[config.mk]
export PLATFORM = sky130hd
export DESIGN_NAME = key_search_ctrl_flat
export DESIGN_NICKNAME = d
export VERILOG_FILES = /design/src/rtl/key_search_ctrl_pkg.sv /design/src/rtl/key_search_ctrl_if.sv /design/src/rtl/key_search_ctrl_rr_arbiter.sv /design/src/rtl/key_search_ctrl.sv /design/src/flat_wrapper.sv
export SDC_FILE = /design/constraint.sdc
export NUM_CORES = 1
export LEC_CHECK = 0
export BUFFER_PORTS_ARGS = -buffer_cell sky130_fd_sc_hd__buf_2
export CAP_MARGIN = 15
export CORE_AREA = 2 2 435 437
export CTS_BUF_LIST = sky130_fd_sc_hd__clkbuf_2 sky130_fd_sc_hd__clkbuf_4 sky130_fd_sc_hd__clkbuf_8
export CTS_CLUSTER_SIZE = 28
export DETAILED_ROUTE_END_ITERATION = 7
export DIE_AREA = 0 0 437 439
export REMOVE_ABC_BUFFERS = 1
export SLEW_MARGIN = 25
export SYNTH_ARGS = -nofsm -noshare
export SYNTH_HDL_FRONTEND = slang
export SYNTH_HIERARCHICAL = 1
export SYNTH_SLANG_ARGS = --single-unit
[constraint.sdc]
create_clock -name clk -period 9.8 [get_ports clk]
set_input_delay 1.96 -clock clk [delete_from_list [all_inputs] [get_ports clk]]
set_output_delay 1.96 -clock clk [all_outputs]
set_load 0.01 [all_outputs]
[src/rtl/key_search_ctrl_pkg.sv]
// Shared types and constants for the brute-force key search scheduler.
package key_search_pkg;

    localparam int KEY_W = 128;

    typedef enum logic [1:0] {
        IDLE  = 2'd0,
        RUN   = 2'd1,
        DRAIN = 2'd2,
        DONE  = 2'd3
    } ks_state_t;

    localparam logic [63:0] KS_TARGET_DEF = 64'd2697766566672491622;

endpackage

[src/rtl/key_search_ctrl_if.sv]
// Job and lane signals of the key search scheduler; slave is the controller side.
interface key_search_ctrl_if #(
    parameter int LANES = 4,
    parameter int KEY_W = 128
) ();
    import key_search_pkg::*;

    // Grants carry no ready: a lane raises lane_req only when it can accept a
    // block, and a lane_gnt pulse is a completed transfer of lane_blk.
    logic                   start;
    logic [63:0]            target;
    logic [KEY_W-1:0]       key_base;
    logic [31:0]            blk_count;
    logic [LANES-1:0]       lane_req;
    logic [LANES-1:0]       lane_hit;
    logic [LANES*KEY_W-1:0] lane_key;
    logic [LANES-1:0]       lane_gnt;
    logic [KEY_W-1:0]       lane_blk;
    logic [63:0]            target_q;
    logic                   lane_abort;
    logic                   busy;
    logic                   rdy;
    logic                   found;
    logic [KEY_W-1:0]       keyout;
    logic [31:0]            issued;
    ks_state_t              state;

    modport master (
        output start, target, key_base, blk_count, lane_req, lane_hit, lane_key,
        input  lane_gnt, lane_blk, target_q, lane_abort, busy, rdy, found,
               keyout, issued, state
    );

    modport slave (
        input  start, target, key_base, blk_count, lane_req, lane_hit, lane_key,
        output lane_gnt, lane_blk, target_q, lane_abort, busy, rdy, found,
               keyout, issued, state
    );
endinterface

[src/rtl/key_search_ctrl_rr_arbiter.sv]
// Round-robin single-grant arbiter; the search starts one past the last winner.
module rr_arbiter #(
    parameter int N = 4
) (
    input  logic         clk,
    input  logic         rst,
    input  logic [N-1:0] req,
    input  logic [N-1:0] mask,
    input  logic         en,
    output logic [N-1:0] gnt
);
    localparam int PW = (N > 1) ? $clog2(N) : 1;

    logic [PW-1:0] ptr_q, ptr_d, win;
    logic [N-1:0]  elig;
    logic          any;
    int            idx;

    assign elig = req & ~mask & {N{en}};

    always_comb begin
        gnt = '0;
        win = '0;
        any = 1'b0;
        idx = 0;
        for (int k = 0; k < N; k++) begin
            idx = int'(ptr_q) + k;
            if (idx >= N) idx = idx - N;
            if (!any && elig[idx]) begin
                gnt[idx] = 1'b1;
                win      = idx[PW-1:0];
                any      = 1'b1;
            end
        end
        ptr_d = ptr_q;
        if (any) ptr_d = (win == PW'(N-1)) ? '0 : win + 1'b1;
    end

    always_ff @(posedge clk or negedge rst) begin
        if (!rst) ptr_q <= '0;
        else      ptr_q <= ptr_d;
    end
endmodule

[src/rtl/key_search_ctrl.sv]
// Key search scheduler: hands key blocks to lanes round-robin and reports the first hit.
module key_search_ctrl
    import key_search_pkg::*;
#(
    parameter int LANES    = 4,
    parameter int KEY_W    = key_search_pkg::KEY_W,
    parameter int BLK_LOG2 = 16
) (
    input logic                  clk,
    input logic                  rst,
    key_search_ctrl_if.slave     bus
);
    localparam logic [KEY_W-1:0] BLK_STEP = KEY_W'(1) << BLK_LOG2;

    ks_state_t        state_q;
    logic [63:0]      tgt_q;
    logic [KEY_W-1:0] next_key_q, blk_q, keyout_q, hit_key;
    logic [31:0]      count_q, issued_q;
    logic [LANES-1:0] gnt_q, arb_gnt;
    logic             found_q, rdy_q, abort_q, arb_en;

    // A hit in the same cycle as a grant wins, so the arbiter must not move.
    assign arb_en = (state_q == RUN) && !(|bus.lane_hit);

    rr_arbiter #(.N(LANES)) u_arb (
        .clk  (clk),
        .rst  (rst),
        .req  (bus.lane_req),
        .mask (gnt_q),
        .en   (arb_en),
        .gnt  (arb_gnt)
    );

    always_comb begin
        hit_key = '0;
        for (int i = LANES - 1; i >= 0; i--)
            if (bus.lane_hit[i]) hit_key = bus.lane_key[i*KEY_W +: KEY_W];
    end

    always_ff @(posedge clk or negedge rst) begin
        if (!rst) begin
            state_q    <= IDLE;
            tgt_q      <= '0;
            next_key_q <= '0;
            blk_q      <= '0;
            keyout_q   <= '0;
            count_q    <= '0;
            issued_q   <= '0;
            gnt_q      <= '0;
            found_q    <= 1'b0;
            rdy_q      <= 1'b0;
            abort_q    <= 1'b0;
        end else begin
            gnt_q <= '0;
            case (state_q)
                IDLE, DONE: begin
                    if (bus.start) begin
                        tgt_q      <= bus.target;
                        next_key_q <= bus.key_base;
                        count_q    <= bus.blk_count;
                        issued_q   <= '0;
                        found_q    <= 1'b0;
                        keyout_q   <= '0;
                        rdy_q      <= 1'b0;
                        abort_q    <= 1'b0;
                        state_q    <= (bus.blk_count == 32'd0) ? DRAIN : RUN;
                    end
                end
                RUN, DRAIN: begin
                    if (|bus.lane_hit) begin
                        keyout_q <= hit_key;
                        found_q  <= 1'b1;
                        abort_q  <= 1'b1;
                        rdy_q    <= 1'b1;
                        state_q  <= DONE;
                    end else if (state_q == RUN) begin
                        if (|arb_gnt) begin
                            gnt_q      <= arb_gnt;
                            blk_q      <= next_key_q;
                            next_key_q <= next_key_q + BLK_STEP;
                            issued_q   <= issued_q + 32'd1;
                            if (issued_q + 32'd1 == count_q) state_q <= DRAIN;
                        end
                    end else if (&bus.lane_req) begin
                        rdy_q   <= 1'b1;
                        abort_q <= 1'b1;
                        state_q <= DONE;
                    end
                end
                default: state_q <= IDLE;
            endcase
        end
    end

    assign bus.lane_gnt   = gnt_q;
    assign bus.lane_blk   = blk_q;
    assign bus.target_q   = tgt_q;
    assign bus.lane_abort = abort_q;
    assign bus.busy       = (state_q == RUN) || (state_q == DRAIN);
    assign bus.rdy        = rdy_q;
    assign bus.found      = found_q;
    assign bus.keyout     = keyout_q;
    assign bus.issued     = issued_q;
    assign bus.state      = state_q;
endmodule
[src/flat_wrapper.sv]
// flat-port wrapper written by rule: the top's interface ports become plain ports
module key_search_ctrl_flat import key_search_pkg::*;
#(
    parameter int LANES    = 4,
    parameter int KEY_W    = key_search_pkg::KEY_W,
    parameter int BLK_LOG2 = 16
)
  (clk, rst, bus_start, bus_target, bus_key_base, bus_blk_count, bus_lane_req, bus_lane_hit, bus_lane_key, bus_lane_gnt, bus_lane_blk, bus_target_q, bus_lane_abort, bus_busy, bus_rdy, bus_found, bus_keyout, bus_issued, bus_state);
  key_search_ctrl_if #(.LANES(LANES), .KEY_W(KEY_W)) bus_i ();
  input logic clk;
  input logic rst;
  input wire logic [$bits(bus_i.start)-1:0] bus_start;
  input wire logic [$bits(bus_i.target)-1:0] bus_target;
  input wire logic [$bits(bus_i.key_base)-1:0] bus_key_base;
  input wire logic [$bits(bus_i.blk_count)-1:0] bus_blk_count;
  input wire logic [$bits(bus_i.lane_req)-1:0] bus_lane_req;
  input wire logic [$bits(bus_i.lane_hit)-1:0] bus_lane_hit;
  input wire logic [$bits(bus_i.lane_key)-1:0] bus_lane_key;
  output wire logic [$bits(bus_i.lane_gnt)-1:0] bus_lane_gnt;
  output wire logic [$bits(bus_i.lane_blk)-1:0] bus_lane_blk;
  output wire logic [$bits(bus_i.target_q)-1:0] bus_target_q;
  output wire logic [$bits(bus_i.lane_abort)-1:0] bus_lane_abort;
  output wire logic [$bits(bus_i.busy)-1:0] bus_busy;
  output wire logic [$bits(bus_i.rdy)-1:0] bus_rdy;
  output wire logic [$bits(bus_i.found)-1:0] bus_found;
  output wire logic [$bits(bus_i.keyout)-1:0] bus_keyout;
  output wire logic [$bits(bus_i.issued)-1:0] bus_issued;
  output wire logic [$bits(bus_i.state)-1:0] bus_state;
  assign bus_i.start = bus_start;
  assign bus_i.target = bus_target;
  assign bus_i.key_base = bus_key_base;
  assign bus_i.blk_count = bus_blk_count;
  assign bus_i.lane_req = bus_lane_req;
  assign bus_i.lane_hit = bus_lane_hit;
  assign bus_i.lane_key = bus_lane_key;
  assign bus_lane_gnt = bus_i.lane_gnt;
  assign bus_lane_blk = bus_i.lane_blk;
  assign bus_target_q = bus_i.target_q;
  assign bus_lane_abort = bus_i.lane_abort;
  assign bus_busy = bus_i.busy;
  assign bus_rdy = bus_i.rdy;
  assign bus_found = bus_i.found;
  assign bus_keyout = bus_i.keyout;
  assign bus_issued = bus_i.issued;
  assign bus_state = bus_i.state;
  key_search_ctrl #(.LANES(LANES), .KEY_W(KEY_W), .BLK_LOG2(BLK_LOG2)) u_core (.clk(clk), .rst(rst), .bus(bus_i));
endmodule
==> load_flow_metrics.sql <==
INSERT INTO impl_metrics (metric_group, metric, value, unit) VALUES
('job', 'max_cap_viols', '0', ''),
('drt', 'drtIter0Drc', '1946', ''),
('drt', 'drt-pass1-iter-count', '5', ''),
('critical_path', 'worstPathCellList', 'clkbuf_8 -> nor4_2 -> buf_4 -> nand2_1 -> inv_1 -> nand2b_1 -> o22ai_2 -> nor3b_1 -> o21ai_0 -> nand4_1 -> or4_1 -> nand2_1 -> a21oi_4 -> buf_12 -> and2_1 -> a31oi_1 -> a211oi_1 -> a221o_1', ''),
('critical_path', 'crit_path_slowest_cell', 'or4_1', ''),
('logic_synthesis', 'synth.top_cells.by_area', 'dfrtp_1, mux2_2, a21oi_1, a22o_1, o21ai_0', ''),
('logic_synthesis', 'syn_avg_cell_area', '9.69', 'sq um'),
('layout', 'area.growth.synth_to_final', '37.9', '%'),
('clock_network', 'cts_inserted_buffers', '97', ''),
('layout', 'drive_above_1_share', '40.9', '%'),
('sta', 'layout_min_cycle_time', '6.25', 'ns'),
('logic_synthesis', 'postSynthCellCount', '2872', ''),
('placed_design', 'hpwl_detailed', '111000', 'microns'),
('die', 'core-area', '187000', 'sq um'),
('clock_network', 'clk_latency', '0.86', 'ns'),
('global_routing', 'grt_use_total', '14.1', '%'),
('drt', 'detail_route.wirelength', '143000', 'microns'),
('pwr', 'power.ir.vdd_worst', '0.261', 'mV'),
('die', 'area_of_the_die', '192000', 'sq um'),
('clock_network', 'cts.root.buffer_cell', 'clkbuf_8', ''),
('clock_network', 'cts_resized', '0', ''),
('clock_network', 'cts_hold_repair.buffers', '0', ''),
('global_routing', 'grt_start_max_net_pins', '150', ''),
('global_routing', 'grt_pass1_wl', '197000', 'microns'),
('critical_path', 'cp.buffers_inverters', '4', ''),
('clock_network', 'clock_tree_buf_depth', '3', ''),
('sta', 'tightestPinTransition', '1.18', 'ns'),
('sta', 'rsz0062_at_grt', 'no', ''),
('logic_synthesis', 'compound_gate_fraction_of_synth_area', '21.5', '%'),
('placed_design', 'place.gp.congestion', '0.978', ''),
('logic_synthesis', 'synthSimpleGateAreaFrac', '14.6', '%'),
('drt', 'post-route-drc-count', '0', ''),
('status', 'run_status', 'completed', ''),
('logic_synthesis', 'syn_area', '27800', 'sq um'),
('critical_path', 'crit_path_max_fanout', '149', ''),
('global_routing', 'first_global_vias', '27100', ''),
('logic_synthesis', 'synth_flop_cell', 'dfrtp_1', ''),
('clock_network', 'clock_sink_count', '522', ''),
('die', 'starting_density_of_the_core', '14.9', '%'),
('logic_synthesis', 'number_of_flops_mapped_to_enable_cells_by_yosys', '0', ''),
('die', 'fp.dieH', '439', 'microns'),
('placed_design', 'io_buffers', '1108', ''),
('logic_synthesis', 'synth_seq_area_share', '46.9', '%'),
('sta', 'worst_case_clock_skew', '0.0798', 'ns'),
('pwr', 'powerDensity', '259', 'nW/um^2'),
('sta', 'fin_ws', '3.55', 'ns'),
('layout', 'final_core_utilization', '20.5', '%'),
('global_routing', 'antenna_found_initial', '73', ''),
('drt', 'drt-vias-per-instance', '4.29', ''),
('sta', 'setup_total_negative_slack', '0', 'ns'),
('logic_synthesis', 'synth_warnings', '6', ''),
('sta', 'holdWs', '0.474', 'ns'),
('critical_path', 'cp.arrival', '6.93', 'ns'),
('logic_synthesis', 'dominant_combinational_cell_family_by_area_after_synthesis', 'compound AO/OA/AOI/OAI gates', ''),
('logic_synthesis', 'parity_gate_share_of_the_synthesized_area_counting_xor_and_xnor_cells', '1.48', '%'),
('clock_network', 'ctsHtreeMaxLevel', '3', ''),
('global_routing', 'global_route.overflow_total', '0', ''),
('logic_synthesis', 'ys_types', '79', ''),
('logic_synthesis', 'synth_largest_area_cell', 'dfrtp_1', ''),
('critical_path', 'worstSetupEndpointType', 'flop', ''),
('sta', 'timing.slew.headroom', '21.5', '%'),
('critical_path', 'path_common_cell', 'nand2_1', ''),
('clock_network', 'cts_setup_buffers', '0', ''),
('sta', 'maxSlewViolCount', '0', ''),
('layout', 'most-common-layout-cells', 'buf_2, dfrtp_1, a21oi_1, nand2_1, mux2_2', ''),
('critical_path', 'crit_path_start_kind', 'input port', ''),
('pwr', 'power.static_leakage', '18.1', 'nW'),
('logic_synthesis', 'synth-seq-cells', '522', ''),
('sta', 'clock.fmax', '160', 'MHz'),
('die', 'number_of_standard_cell_rows_in_the_floorplan', '159', ''),
('logic_synthesis', 'ys_async_sr_fraction', '100', '%');
## registers in the layout, summed over array words and instances, names as in the netlist
register               flops
u_core/bus.state           2
u_core/bus.lane_gnt        4
u_core/next_key_q        128
u_core/bus.lane_abort      1
u_core/bus.found           1
u_core/bus.lane_blk      128
u_core/bus.issued         32
u_core/bus.target_q       64
u_core/bus.keyout        128
u_core/count_q            32
u_core/u_arb/ptr_q         2
## cells in the mapped netlist, drive strengths merged (47+ instances only)
master,count
dfrtp,522
a21oi,252
nand2,247
mux2,241
nor2,213
o21ai,209
clkbuf,198
a22oi,138
a22o,134
nand3,83
o22ai,80
nand4,62
nor3,55
and3,50
buf,47
## layer usage
metal,vias to the layer above,routed length [microns],part of all wire [%],GRT usage (%)
li1,12700,-,-,-
met1,13600,52000,36,15.4
met2,1125,74300,52,24.8
met3,284,10000,7.0,4.14
met4,24,6620,4.6,7.04
met5,-,146,0.10,0
## worst reg2reg max path: cells and delay by family (launching register included)
family                   cells  cell delay [ns]
flip-flops                   1             0.44
buffers and inverters        3             0.69
AND/OR/NAND/NOR              7             2.29
adder cells (fa/ha/maj)      1             0.28
AO/OA/AOI/OAI                6             1.07
## power by group
group | switching (mW) | internal, mW | leakage (nW)
clock | 1.08 | 1.45 | 1.21
combinational | 2.23 | 1.60 | 10.2
sequential | 0.721 | 2.86 | 6.68
## layout make-up
class                   instances  area [sq um]
fillers                     20800        149000
multi-input cells            2088         13800
flip-flops and latches        522         13100
repair buffers               1138          5900
well taps                    2495          3120
clock buffers                 150          1930
clock inverters                28           382
diodes                         46           115
inverters                      17          81.3
## per-stage QoR
stage,instance area (sq um),instances
floorplan,26800,2627
global placement,35900,6259
detailed placement,35900,6259
CTS,38200,6437
global route,38400,6473
finish,38400,6484
## cell families (layout without fill, tap and decap cells)
family                     Yosys count  in the layout
adders and majority gates           12             12
DFF                                522            522
muxes                              275            275
and+or+nand+nor                    824            824
AOI/OAI and AO/OA                  930            930
xor gates and xnor gates            47             47
other                                0             46
buffers and inverters              262           1333
## final timing paths
check / endpoint / depth (start not counted) / slack (ns)
worst max-delay path: u_core/next_key_q[27] / 18 / 3.55
worst min-delay path: u_core/bus.found / 1 / 0.47
worst max register to register: u_core/next_key_q[27] / 17 / 4.87
worst min register to register: u_core/bus.found / 1 / 0.47
max in group asynchronous: u_core/bus.keyout[38] / 3 / 6.75
min in group asynchronous: u_core/bus.lane_blk[37] / 1 / 1.12
No activity file was read; power rests on OpenSTA's default activity.
